--- src/rtl/ex_forward_interlock.sv ---
// EX-stage operand forwarding with a load-use interlock that holds stall across a
// variable-latency data-memory response, plus a timeout flag and a stall-cycle counter.
module ex_forward_interlock #(
  parameter int XLEN     = 32,
  parameter int REG_AW   = 5,
  parameter int MAX_WAIT = 15,
  parameter int CNT_W    = 16
) (
  input  logic              clk,
  input  logic              rst_n,
  input  logic [REG_AW-1:0] ex_rs1,
  input  logic [REG_AW-1:0] ex_rs2,
  input  logic              ex_uses_rs1,
  input  logic              ex_uses_rs2,
  input  logic [REG_AW-1:0] ex_mem_rd,
  input  logic              ex_mem_regwrite,
  input  logic              ex_mem_memtoreg,
  input  logic [XLEN-1:0]   ex_mem_result,
  input  logic [REG_AW-1:0] mem_wb_rd,
  input  logic              mem_wb_regwrite,
  input  logic [XLEN-1:0]   mem_wb_result,
  input  logic              mem_rdata_valid,
  output logic              ex_stall,
  output logic              ex_bubble,
  output logic [1:0]        fwd_rs1_sel,
  output logic [XLEN-1:0]   fwd_rs1_data,
  output logic [1:0]        fwd_rs2_sel,
  output logic [XLEN-1:0]   fwd_rs2_data,
  output logic [CNT_W-1:0]  stall_count,
  output logic              wait_timeout
);

  localparam int WAIT_W = (MAX_WAIT < 1) ? 1 : $clog2(MAX_WAIT + 1);

  localparam logic [1:0] SEL_RF    = 2'd0;
  localparam logic [1:0] SEL_EXMEM = 2'd1;
  localparam logic [1:0] SEL_MEMWB = 2'd2;

  typedef enum logic {ST_RUN, ST_WAIT} state_t;

  typedef struct packed {
    logic [1:0]      sel;
    logic [XLEN-1:0] data;
  } fwd_t;

  state_t              state, state_nxt;
  logic [REG_AW-1:0]   pend_rd, pend_rd_nxt;
  logic [WAIT_W-1:0]   wait_cnt, wait_cnt_nxt;
  logic                timeout_set;
  logic                stall_raw;
  logic                hz;
  fwd_t                fwd_rs1, fwd_rs2;

  // A source waiting on an outstanding load must not pick up the stale MEM/WB copy.
  function automatic fwd_t pick_source(input logic [REG_AW-1:0] src, input logic uses);
    fwd_t f;
    f = '{sel: SEL_RF, data: '0};
    if (uses && (src != '0) && !((state == ST_WAIT) && (src == pend_rd))) begin
      if (ex_mem_regwrite && !ex_mem_memtoreg && (ex_mem_rd == src)) begin
        f = '{sel: SEL_EXMEM, data: ex_mem_result};
      end else if (mem_wb_regwrite && (mem_wb_rd == src)) begin
        f = '{sel: SEL_MEMWB, data: mem_wb_result};
      end
    end
    return f;
  endfunction

  assign hz = ex_mem_regwrite && ex_mem_memtoreg && (ex_mem_rd != '0) &&
              ((ex_uses_rs1 && (ex_mem_rd == ex_rs1)) ||
               (ex_uses_rs2 && (ex_mem_rd == ex_rs2)));

  // NOTE: every signal written here gets a default first so no latch is inferred.
  always_comb begin
    state_nxt    = state;
    pend_rd_nxt  = pend_rd;
    wait_cnt_nxt = wait_cnt;
    timeout_set  = 1'b0;
    stall_raw    = 1'b0;
    case (state)
      ST_RUN: begin
        stall_raw = hz;
        if (hz && !mem_rdata_valid) begin
          state_nxt    = ST_WAIT;
          pend_rd_nxt  = ex_mem_rd;
          wait_cnt_nxt = '0;
        end
      end
      ST_WAIT: begin
        stall_raw = 1'b1;
        if (mem_rdata_valid) begin
          state_nxt = ST_RUN;
        end else if (wait_cnt == WAIT_W'(MAX_WAIT)) begin
          timeout_set = 1'b1;
          state_nxt   = ST_RUN;
        end else begin
          wait_cnt_nxt = wait_cnt + 1'b1;
        end
      end
      default: state_nxt = ST_RUN;
    endcase
  end

  // NOTE: outputs are gated by rst_n directly so they drop the instant reset asserts,
  // without waiting for a clock edge.
  always_comb begin
    fwd_rs1 = pick_source(ex_rs1, ex_uses_rs1);
    fwd_rs2 = pick_source(ex_rs2, ex_uses_rs2);
    if (!rst_n) begin
      fwd_rs1 = '{sel: SEL_RF, data: '0};
      fwd_rs2 = '{sel: SEL_RF, data: '0};
    end
  end

  assign ex_stall     = rst_n & stall_raw;
  assign ex_bubble    = ex_stall;
  assign fwd_rs1_sel  = fwd_rs1.sel;
  assign fwd_rs1_data = fwd_rs1.data;
  assign fwd_rs2_sel  = fwd_rs2.sel;
  assign fwd_rs2_data = fwd_rs2.data;

  // NOTE: sequential state uses non-blocking assignments so all registers update together.
  always_ff @(posedge clk or negedge rst_n) begin
    if (!rst_n) begin
      state        <= ST_RUN;
      pend_rd      <= '0;
      wait_cnt     <= '0;
      stall_count  <= '0;
      wait_timeout <= 1'b0;
    end else begin
      state    <= state_nxt;
      pend_rd  <= pend_rd_nxt;
      wait_cnt <= wait_cnt_nxt;
      if (timeout_set) begin
        wait_timeout <= 1'b1;
      end
      if (ex_stall && (stall_count != '1)) begin
        stall_count <= stall_count + 1'b1;
      end
    end
  end

endmodule

--- config.mk ---
export PLATFORM = sky130hd
export DESIGN_NAME = ex_forward_interlock
export DESIGN_NICKNAME = d
export VERILOG_FILES = /design/src/rtl/ex_forward_interlock.sv
export SDC_FILE = /design/constraint.sdc
export NUM_CORES = 1
export LEC_CHECK = 0
export CORE_MARGIN = 2
export CORE_UTILIZATION = 32
export DETAILED_ROUTE_END_ITERATION = 10
export HOLD_SLACK_MARGIN = 0.12
export PLACE_DENSITY = 0.78
export SETUP_SLACK_MARGIN = 0.15
export SYNTH_ARGS = -nofsm -noshare
export SYNTH_HDL_FRONTEND = slang
export SYNTH_SLANG_ARGS = --single-unit
--- constraint.sdc ---
create_clock -name clk -period 1.7 [get_ports clk]
set_input_delay 0.255 -clock clk [delete_from_list [all_inputs] [get_ports clk]]
set_output_delay 0.255 -clock clk [all_outputs]
set_load 0.005 [all_outputs]
* Word level (Yosys, flattened, before mapping)
Cells that the tools add are included.
** Operators by class
- $add $sub $neg :: 2
- Equality and inequality tests :: 11
- Multiplexer cells :: 20
- Bitwise gates (word level) :: 2
- Reduce and logical (&&, ||, !) cells :: 28
** Operator list (number)
- 2-to-1 mux 34 bit :: 8
- equality test 5 bit :: 6
- logical AND 1 bit :: 18
- adder 16 x 1 -> 16 bit, second input constant :: 1
- != test 16 bit, second input constant :: 1
- nonzero test 5 bit :: 3
- 2-to-1 mux 4 bit :: 3
- one-hot mux 4 bit (2 select lines) :: 1
- 2-to-1 mux 1 bit :: 6
- != test 2 bit, second input constant :: 3
- adder 4 x 1 -> 4 bit, second input constant :: 1
- equality test 4 bit, second input constant :: 1
- logical NOT 1 bit :: 4
- one-hot mux 1 bit (2 select lines) :: 2
- AND reduction 3 bit :: 1
- AND reduction 2 bit :: 1
- AND 1 bit :: 1
- logical OR 1 bit :: 1
- inverter 1 bit :: 1
** Storage, ports and cells
- Register bits :: 27
- Bits of input ports :: 92
- Logic and storage cells :: 68

* Longest topological paths before layout
- Depth after elaboration :: 7
- Mapped depth :: 7
- Mapped depth without buffers :: 7

* Worst setup path before layout
OpenSTA, ideal clock, no wires.
- Kind :: input to output
- From :: in ex_mem_rd[1]
- To :: out ex_stall
- Arrival time :: 1.601 ns
- Slack :: -0.156 ns
- Stages on the path :: 6
- Path through :: or4_4 -> o211ai_4 -> o21bai_4 -> buf_6 -> and2_1 -> buf_4
** On the way
- Cells in the longest elaborated chain, start to end :: 6
- Elaborated cells on any way between the ends :: 10
- Those cells by class :: eq/ne (2); mux (1); bitwise (1); reduce/logical (6)
** RTL lines
- start, declared :: line 15 : input logic [REG_AW-1:0] ex_mem_rd,
- equality test 5 bit, on equally long branches :: line 69, 70
- logical AND 1 bit, on equally long branches :: line 69, 70
- logical OR 1 bit :: line 69 : ((ex_uses_rs1 && (ex_mem_rd == ex_rs1)) ||
- logical AND 1 bit * :: line 68 : assign hz = ex_mem_regwrite && ex_mem_memtoreg && (ex_mem_rd != '0) &&
- one-hot mux 1 bit (2 select lines) * :: line 79 : case (state)
- AND 1 bit * :: line 114 : assign ex_stall = rst_n & stall_raw;
- end, declared :: line 23 : output logic ex_stall,
Mark *: on every way between the ends. The rest lies on a longest branch, timed or not.

* Final worst setup path
- From :: reg pend_rd[1]
- To :: out fwd_rs2_data[16]
** On the way
- Cells in the longest elaborated chain, start to end :: 6
** RTL lines
- start, declared :: line 47 : logic [REG_AW-1:0] pend_rd, pend_rd_nxt;
- start signal, assigned :: line 131 : pend_rd <= pend_rd_nxt;
- equality test 5 bit :: line 58 : if (uses && (src != '0) && !((state == ST_WAIT) && (src == pend_rd))) begin
- logical AND 1 bit :: line 58
- logical NOT 1 bit :: line 58
- logical AND 1 bit :: line 58
- 2-to-1 mux 34 bit :: line 58
- 2-to-1 mux 34 bit :: line 108 : if (!rst_n) begin
- end, declared :: line 28 : output logic [XLEN-1:0] fwd_rs2_data,
Every way passes these cells.

==> summary.md <==
| Metric | Value |
|---|---|
| Grt ovf | `0` |
| Initial antenna violation count | `1` |
| Core ar. | `0.00773 mm^2` |
| WP data required | `1.44 ns` |
| Final wirelength | `11,500 um` |
| RSZ-0062 raised after global routing | `yes` |
| Hold WS | `0.207 ns` |
| Total track usage | `23.3%` |
| Crit share post-route | `146%` |
| Hold Vio Cnt, Final | `0` |
| Adder-cell share of the synthesized area | `0.985%` |
| Sw frac | `28.3%` |
| Global-route wire length before repair | `16,000 um` |
| R2R cell count | `8` |
| Via count | `3,230` |
| CTS clock-pin slew for the worst setup and hold paths | `0.09 ns` |
| Post-Synthesis Cells | `248` |
| CP max stage delay | `0.42 ns` |
| Initial Util | `32.9%` |
| CP Max Fanout | `8` |
| Startpoint type of the worst setup path | `flop` |
| Kind of critical path | `reg2out` |
| Hold_buf cts | `0` |
| CTS tree | `built` |
| PwrDens | `341 mW/mm^2` |
| Most common cell on crit path | `buf_6` |
| Vias per cell | `5.30` |
| Max Freq | `404 MHz` |
| Largest net degree at the start of global routing | `44` |
| Synth warn | `0` |
| Final clock skew | `0.00442 ns` |
| CP Depth | `10` |
| Die X | `93.1 um` |
| Post-synthesis sequential area ratio | `26.6%` |
| Slew @ Worst Pin | `0.608 ns` |
| Clock root buffer | `clkbuf_8` |
| Netlist cell types | `39` |
| Post-synthesis compound-gate area fraction | `29.0%` |
| Fraction of layout cells with a size suffix above 1 | `47.4%` |
| CP arrival | `2.22 ns` |
| Drc violations | `0` |
| IO Port Bufs | `178` |
| Routed Antenna Nets | `0` |
| Crit-path slowest cell | `dfrtp_1` |
| Final WS setup | `-0.775 ns` |
| Main combinational cell family by area after synthesis | `compound AO/OA/AOI/OAI gates` |
| Clock power share | `20.0%` |
| Post-synthesis xor/xnor area fraction | `15.5%` |
| Worst hold path type | `in2async` |
| Final GP Congestion | `0.855` |
| Violated checks | `negative setup slack` |
| Slew headroom | `59.5%` |
| Mapped Nets | `342` |
| Post-synthesis sequential element count | `27` |
| Syn Area/Cell | `10.2 um^2` |
| Leakage | `2.62 nW` |
| Dpl hpwl | `7420 um` |
| DRT Pass-1 Iters | `4` |
| CP delay by family, top | `buffers and inverters` |
| Vias in the first global route | `3,178` |
| Sw Pwr | `0.526 mW` |
| Die Y | `93.1 um` |
| Post-Syn Area | `0.00254 mm^2` |
| CTS max path bufs | `2` |
| Setup-failing EPs final | `94` |
| Nets | `601` |
| Endpoint class of the critical path | `output pin` |
| Wire per inst | `18.8 um` |
| Htree depth | `1` |
| Minimum clock period after layout | `2.48 ns` |
| Row cnt | `32` |
| Max Cap Viol | `0` |
| Post-synthesis mux area share | `3.25%` |
| Crit-path cells | `buf_6 -> xor2_1 -> nor4_1 -> nand3_1 -> o2111ai_4 -> buf_6 -> nor2_4 -> clkbuf_16 -> a22o_1 -> buf_2` |
| CTS Buf Count | `3` |
| Clock Latency Late Sink | `0.28 ns` |
| Iter 0 DRT Violations | `121` |
| IO Pins | `179` |
| Fin. max-slew vios | `0` |
| Die Area | `0.00867 mm^2` |
| Internal power | `1.34 mW` |
| Simple-Gate Fraction of Synth Area | `19.0%` |
| Comb pwr share | `41.7%` |
| Peak supply drop | `0.512 mV` |
| Status | `finished, violations left` |
| Clk sink count | `27` |
| Layout area overhead | `115%` |
| Sequential power share | `38.3%` |
| Total chip power | `1.86 mW` |
| Worst path bufs/invs | `4` |
## cell families after synthesis
| kind of cell | after synthesis |
|---|---|
| compound gates | 80 |
| simple gates | 67 |
| xor+xnor | 45 |
| flops | 27 |
| buf+inv | 20 |
| mux | 7 |
| fa+ha+maj | 2 |
## routing by layer
metal | track usage, % | part of all wire [%] | vias to the layer above
li1 | - | - | 1507
met1 | 25.7 | 35 | 1552
met2 | 45.6 | 55 | 145
met3 | 3.06 | 6.9 | 26
met4 | 7.60 | 2.7 | 0
met5 | 0 | 0 | -
## Yosys cell counts
cell,instances,share of area [%]
nor2b_1,1,0.25
a21oi_1,3,0.59
nor3_2,1,0.39
a22o_1,68,23
and2_1,1,0.25
o31ai_1,1,0.30
a311oi_1,1,0.34
o21bai_4,1,0.74
nand2_1,5,0.74
a32oi_4,1,1.1
and3_1,13,3.2
xor2_1,24,8.3
buf_6,7,3.1
or3_1,1,0.25
inv_1,1,0.15
dfrtp_1,27,27
a31o_2,1,0.34
mux2_2,6,2.7
or4_4,1,0.44
o21ai_0,1,0.20
buf_2,7,1.4
or4_1,2,0.59
and4_1,2,0.69
xnor2_1,21,7.2
nor4_4,1,0.84
ha_1,2,0.98
nand4_1,9,2.2
nand3_1,5,0.98
nor4_1,4,0.98
clkbuf_1,3,0.44
o2111ai_2,2,1.2
nand3_2,3,1.2
nand4_2,7,3.4
buf_4,2,0.59
nor3_4,1,0.64
nor2_2,4,0.98
o211ai_4,1,0.84
mux2_4,1,0.59
nor2_1,6,0.89
## cell usage in the layout (no fill, tap or decap), types with 9 or more instances in the layout
cell type / instances
buf_6: 39
clkdlybuf4s50_1: 84
a22o_1: 68
xnor2_1: 13
buf_2: 29
xor2_1: 20
and3_1: 9
clkbuf_2: 39
nand4_1: 9
buf_4: 46
dfrtp_1: 26
## final timing paths
check | from | to | slack, ns
setup / recovery | pend_rd[1] | fwd_rs2_data[16] | -0.78
hold / removal | rst_n | wait_cnt[2] | 0.21
setup reg to reg | stall_count[1] | stall_count[13] | -0.17
hold reg to reg | wait_timeout | wait_timeout | 0.48
max in group asynchronous | rst_n | stall_count[13] | 1.05
min in group clk | ex_mem_rd[2] | pend_rd[2] | 0.33
## power groups by stage
stage	combinational [mW]	clock, mW	sequential [mW]
final	0.776	0.372	0.713
after global routing	0.831	0.403	0.718
after CTS	0.728	0.373	0.711
after detailed placement	0.638	0	0.728
after global placement	0.624	0	0.726
after floorplan	0.197	0	0.728
## through the flow
step	cells	cell area, um^2	utilization, %	setup slack [ns]	TNS (ns)
after global routing	609	5460	70.7	-0.925	-63.87
after detailed placement	564	4860	63.0	-1.13	-93.43
after global placement	564	4860	63.0	-1.10	-90.96
final	609	5460	70.7	-0.775	-51.71
after floorplan	248	2660	-	-0.134	-3.61
after CTS	594	5280	68.3	-0.843	-50.70
## area by class of cell
class,instances,area (um^2)
inverter,1,3.75
sequential,27,677
tap,102,128
clock buffer,4,45.0
antenna,1,2.50
multi-input combinational,201,2020
fill,551,2270
timing repair buffer,273,2580
## state kept, by name (all words and copies together), names as in the netlist
signal and flops:
pend_rd 5, stall_count 16, wait_timeout 1, wait_cnt 4, state 1
## timing repair
action                                  in CTS  in global routing
resized for setup                          292                 92
endpoints found under the setup margin      96                102
cloned                                       7                  3
pin swaps                                   30                 35
setup buffers                               19                 11
Note: power is estimated with default switching activity, not from simulation.
